<file path="src/rtl/eight_bit_subtractor_pkg.sv">
// rtl/eight_bit_subtractor_pkg.sv - shared width constant and result type for the subtractor
package eight_bit_subtractor_pkg;

    localparam int SUB_W = 8;

    typedef struct packed {
        logic [SUB_W-1:0] diff;
        logic             overflow;
        logic             cout;
    } sub_result_t;

endpackage

</file>
<file path="src/rtl/eight_bit_subtractor_if.sv">
// rtl/eight_bit_subtractor_if.sv - operand/result bundle for the subtractor
interface eight_bit_subtractor_if;
    import eight_bit_subtractor_pkg::*;

    logic             in_valid;
    logic [SUB_W-1:0] A;
    logic [SUB_W-1:0] B;
    logic [SUB_W-1:0] diff;
    logic             overflow;
    logic             cout;
    logic             out_valid;

    modport master (
        output in_valid, A, B,
        input  diff, overflow, cout, out_valid
    );

    modport slave (
        input  in_valid, A, B,
        output diff, overflow, cout, out_valid
    );
endinterface

</file>
<file path="src/rtl/eight_bit_subtractor_full_adder.sv">
// rtl/eight_bit_subtractor_full_adder.sv - one-bit full adder cell of the ripple chain
module full_adder (
    input  logic a,
    input  logic b,
    input  logic cin,
    output logic s,
    output logic cout
);

    always_comb begin
        s    = a ^ b ^ cin;
        cout = (a & b) | (cin & (a ^ b));
    end

endmodule

</file>
<file path="src/rtl/eight_bit_subtractor.sv">
// rtl/eight_bit_subtractor.sv - registered A - B via ripple adders on A + ~B + 1
module eight_bit_subtractor
    import eight_bit_subtractor_pkg::*;
(
    input  logic                  clk,
    input  logic                  rst_n,
    eight_bit_subtractor_if.slave bus
);

    logic [SUB_W-1:0] b_inv;
    logic [SUB_W-1:0] sum;
    logic [SUB_W:0]   carry;

    sub_result_t res_d, res_q;
    logic        valid_d, valid_q;

    assign b_inv    = ~bus.B;
    assign carry[0] = 1'b1;

    for (genvar i = 0; i < SUB_W; i++) begin : g_fa
        full_adder u_fa (
            .a   (bus.A[i]),
            .b   (b_inv[i]),
            .cin (carry[i]),
            .s   (sum[i]),
            .cout(carry[i+1])
        );
    end

    // Signed overflow: carry into the sign bit differs from carry out of it.
    always_comb begin
        res_d   = res_q;
        valid_d = 1'b0;
        if (bus.in_valid) begin
            res_d.diff     = sum;
            res_d.cout     = carry[SUB_W];
            res_d.overflow = carry[SUB_W-1] ^ carry[SUB_W];
            valid_d        = 1'b1;
        end
    end

    always_ff @(posedge clk or negedge rst_n) begin
        if (!rst_n) begin
            res_q   <= '0;
            valid_q <= 1'b0;
        end else begin
            res_q   <= res_d;
            valid_q <= valid_d;
        end
    end

    assign bus.diff      = res_q.diff;
    assign bus.overflow  = res_q.overflow;
    assign bus.cout      = res_q.cout;
    assign bus.out_valid = valid_q;

endmodule

</file>
<file path="src/flat_wrapper.sv">
// flat-port wrapper written by rule: the top's interface ports become plain ports
module eight_bit_subtractor_flat import eight_bit_subtractor_pkg::*;
  (clk, rst_n, bus_in_valid, bus_A, bus_B, bus_diff, bus_overflow, bus_cout, bus_out_valid);
  eight_bit_subtractor_if bus_i ();
  input  logic clk;
  input  logic rst_n;
  input wire logic [$bits(bus_i.in_valid)-1:0] bus_in_valid;
  input wire logic [$bits(bus_i.A)-1:0] bus_A;
  input wire logic [$bits(bus_i.B)-1:0] bus_B;
  output wire logic [$bits(bus_i.diff)-1:0] bus_diff;
  output wire logic [$bits(bus_i.overflow)-1:0] bus_overflow;
  output wire logic [$bits(bus_i.cout)-1:0] bus_cout;
  output wire logic [$bits(bus_i.out_valid)-1:0] bus_out_valid;
  assign bus_i.in_valid = bus_in_valid;
  assign bus_i.A = bus_A;
  assign bus_i.B = bus_B;
  assign bus_diff = bus_i.diff;
  assign bus_overflow = bus_i.overflow;
  assign bus_cout = bus_i.cout;
  assign bus_out_valid = bus_i.out_valid;
  eight_bit_subtractor u_core (.clk(clk), .rst_n(rst_n), .bus(bus_i));
endmodule
</file>
<file path="config.mk">
export PLATFORM = sky130hd
export DESIGN_NAME = eight_bit_subtractor_flat
export DESIGN_NICKNAME = d
export VERILOG_FILES = /design/src/rtl/eight_bit_subtractor_pkg.sv /design/src/rtl/eight_bit_subtractor_if.sv /design/src/rtl/eight_bit_subtractor_full_adder.sv /design/src/rtl/eight_bit_subtractor.sv /design/src/flat_wrapper.sv
export SDC_FILE = /design/constraint.sdc
export NUM_CORES = 1
export LEC_CHECK = 0
export ABC_AREA = 1
export BUFFER_PORTS_ARGS = -buffer_cell sky130_fd_sc_hd__buf_2
export CORE_MARGIN = 1.5
export CORE_UTILIZATION = 39
export DETAILED_ROUTE_END_ITERATION = 8
export PLACE_DENSITY = 0.83
export SKIP_LAST_GASP = 1
export SYNTH_ARGS = -nofsm -noshare
export SYNTH_HDL_FRONTEND = slang
export SYNTH_SLANG_ARGS = --single-unit
</file>
<file path="constraint.sdc">
create_clock -name clk -period 0.8 [get_ports clk]
set_input_delay 0.04 -clock clk [delete_from_list [all_inputs] [get_ports clk]]
set_output_delay 0.04 -clock clk [all_outputs]
set_load 0.05 [all_outputs]
</file>
==> summary.txt <==
Clocking
  – CTS Buf Count: 3
  – CTS tree: yes
  – Max H-tree Level: 1
  – Root Buffer: clkbuf_4
  – Skew-Pair Late Insertion Delay: 0.26 ns
  – Deepest clock path buffer count: 2
  – Worst-path clk slew: 0.07 ns
  – Clock sinks: 11

Cells and area
  – Finished Core Util: 0.6689
  – Diode count: 0
  – Final net count: 127
  – Layout cell share with drive strength beyond 1: 0.6263
  – Synth-to-Final Area Change: 61.13%
  – Fill cells: between 100 and 150

Flow run
  – Max_cap viols: 0

Global route
  – Global-route wire length before repair: 2104 um
  – Largest net degree at the start of global routing: 18
  – Global-route usage over all layers: 0.1602
  – Initial antenna violation count: 0
  – Grt ovf: 0
  – Vias in the first global route: 562

Synth
  – Top-area cell type share of the netlist area: 0.4453
  – Post-synth ARST share: 1.000
  – Unique masters post-synth: 9
  – Largest cells by area after synthesis: dfrtp_1 45%, fa_1 23%, nand2_1 10%
  – Largest area contributor in the synthesized netlist: dfrtp_1
  – Commonest register cell after synthesis: dfrtp_1
  – Most common cell in the synthesized netlist: nand2_1
  – Synthesized net count: 85
  – Synthesized flop and latch total: 11
  – Netlist Area Pre-Place: roughly 620 um2
  – Top cells by count, synth: 17 x nand2_1, 12 x inv_1, 11 x dfrtp_1
  – Yosys warns: 0
  – Register area share after synthesis: 0.4453
  – Synth Instances: 58
  – Number of flops mapped to enable cells by yosys: 0
  – Synth Area per Inst: 10.66 um2

Outcome
  – Status: finished, violations left
  – Failing checks: setup timing

Route
  – Remaining DRCs: 0
  – Total routed wirelength: 1245 um
  – Vias: 500
  – WL per Instance: about 11 um
  – Initial drt markers: 5
  – Number of routed nets with antenna violations: 0
  – Post-DR vias/cell: approximately 4.3
  – Drt pass-1 iters: 4

Pwr
  – P_leak: 0.5170 nW
  – Max IR drop VDD: 0.001441 V
  – PwrDens: 2003 nW/um2
  – Final Power: 1.995 mW

Die
  – Core box area: 1489 um2
  – Die width: 42.81 um
  – Initial core utilization: 0.4151
  – Die Area: 1833 um2
  – Die extent in y: 42.81 um
  – Row cnt: 14
  – IO Count: 30

Timing
  – Slew margin rel.: 0.7844
  – Final setup fails: 19
  – Hold Fails Final Rpt: 0
  – Slew Limit Fails: 0
  – Tmin final: between 2 and 3 ns
  – Fmax: 365.0 MHz
  – Final Skew: 0 ns
  – Final WS setup: -1.940 ns
  – Setup TNS Final: -10.73 ns
  – Measured slew at the worst slew-check pin: around 0.32 ns
  – RSZ-0062 raised after global routing: yes
  – Fin crit share: 3.425

Hold path
  – Worst hold start: bus_in_valid
  – Min-Delay Path Class: primary input to flip-flop

Critical path
  – Worst setup path class: primary input to flip-flop
  – Capturing point of the worst reg2reg path: u_core.bus.diff[1]$_DFFE_PN0P_
  – Reg2Reg Setup Slack: 0.03 ns
  – CP arrival: 2.89 ns
  – Worst setup endpoint: u_core.bus.diff[7]$_DFFE_PN0P_
  – Crit Reg-Reg Startpoint: u_core.bus.diff[1]$_DFFE_PN0P_
  – Setup crit end kind: flip-flop
  – Crit path max fanout: 2
  – Startpoint types: primary input
  – Setup crit start: bus_A[0]
  – CP required: 0.95 ns
  – Cells on worst reg2reg path: 3

Place
  – Hpwl dp: 993.6 um
  – Port bufs: 29
  – Setup WS pre-CTS: -2.301 ns
  – GPL Wtd Cong: between 0.6 and 0.7
[layout by cell type, fill, tap and decap left out, drive strengths merged]
master,synthesis,layout
clkinv,0,1
ha,1,1
nand2,17,17
inv,13,13
clkbuf,0,3
dfrtp,11,11
buf,1,36
o21ai,7,7
dlygate4sd3,0,2
fa,7,7
nand3,1,1
[cell type report]
type	count	area, um2	share of cell area
Clock buffer	3	22.52	0.02261
Clock inverter	1	5.005	0.005025
Inverter	13	56.30	0.05653
Multi-Input combinational cell	33	312.8	0.3141
Sequential cell	11	276.5	0.2776
Tap cell	16	20.02	0.02010
Timing Repair Buffer	38	302.8	0.3040
[worst max-delay path, stage by stage]
cell	delay, ns
buf_8	0.08
inv_8	0.03
ha_4	0.14
fa_2	0.33
fa_2	0.35
fa_2	0.34
fa_2	0.34
inv_2	0.06
fa_2	0.19
inv_2	0.04
fa_2	0.34
inv_2	0.07
fa_2	0.42
nand2_1	0.07
nand2_1	0.05
[metal layers]
layer	track usage	share of wire	vias up
met2	0.3182	0.57	15
li1	-	-	252
met4	0.05625	0.0064	0
met5	0	0	-
met1	0.1629	0.38	231
met3	0.02553	0.047	2
[how the worst min path moves through the flow]
stage	end	slack [ns]	cells after the start
2_1_floorplan	u_core.bus.cout$_DFFE_PN0P_	-0.26	0
3_3_place_gp	u_core.bus.diff[6]$_DFFE_PN0P_	-0.09	1
3_5_place_dp	u_core.bus.cout$_DFFE_PN0P_	-0.08	1
4_1_cts	u_core.bus.diff[5]$_DFFE_PN0P_	0.04	3
5_1_grt	u_core.bus.diff[5]$_DFFE_PN0P_	0.05	3
6_report	u_core.bus.diff[5]$_DFFE_PN0P_	0.04	3
[stage by stage]
| stage | std cells | hold WS (ns) | cell area, um2 |
|---|---|---|---|
| after floorplan | 58 | -0.2556 | 656.9 |
| after global placement | 102 | -0.08546 | 810.8 |
| after detailed placement | 102 | -0.08228 | 810.8 |
| after CTS | 111 | 0.04358 | 965.9 |
| after global routing | 115 | 0.04964 | 996.0 |
| final | 115 | 0.04417 | 996.0 |
[sequential cells by signal, indices dropped and copies added, names as in the netlist]
name,count
u_core.bus.cout,1
u_core.bus.out_valid,1
u_core.bus.diff,8
u_core.bus.overflow,1
[power by group]
| group | switching, mW | total, mW | internal (mW) | leakage [nW] |
|---|---|---|---|---|
| clock | 0.179 | 0.363 | 0.184 | 0.0177 |
| sequential | 0.0602 | 0.703 | 0.643 | 0.132 |
| combinational | 0.533 | 0.929 | 0.396 | 0.367 |
| total | 0.772 | 2.00 | 1.22 | 0.517 |
[kinds of logic after synthesis]
| logic type | Yosys count | share of synthesized area |
|---|---|---|
| DFF | 11 | 0.4453 |
| and+or+nand+nor | 18 | 0.1113 |
| adders and majority gates | 8 | 0.2470 |
| buffers and inverters | 14 | 0.09715 |
| AOI/OAI and AO/OA | 7 | 0.09919 |
[timing repair]
action | in CTS | in global routing
resized for setup | 26 | 0
pin swaps | 7 | 2
hold endpoints to repair | 12 | 0
endpoints found under the setup margin | 19 | 19
hold buffers | 2 | 0
buffers inserted | 3 | 4
(Power assumes the default switching activity.)
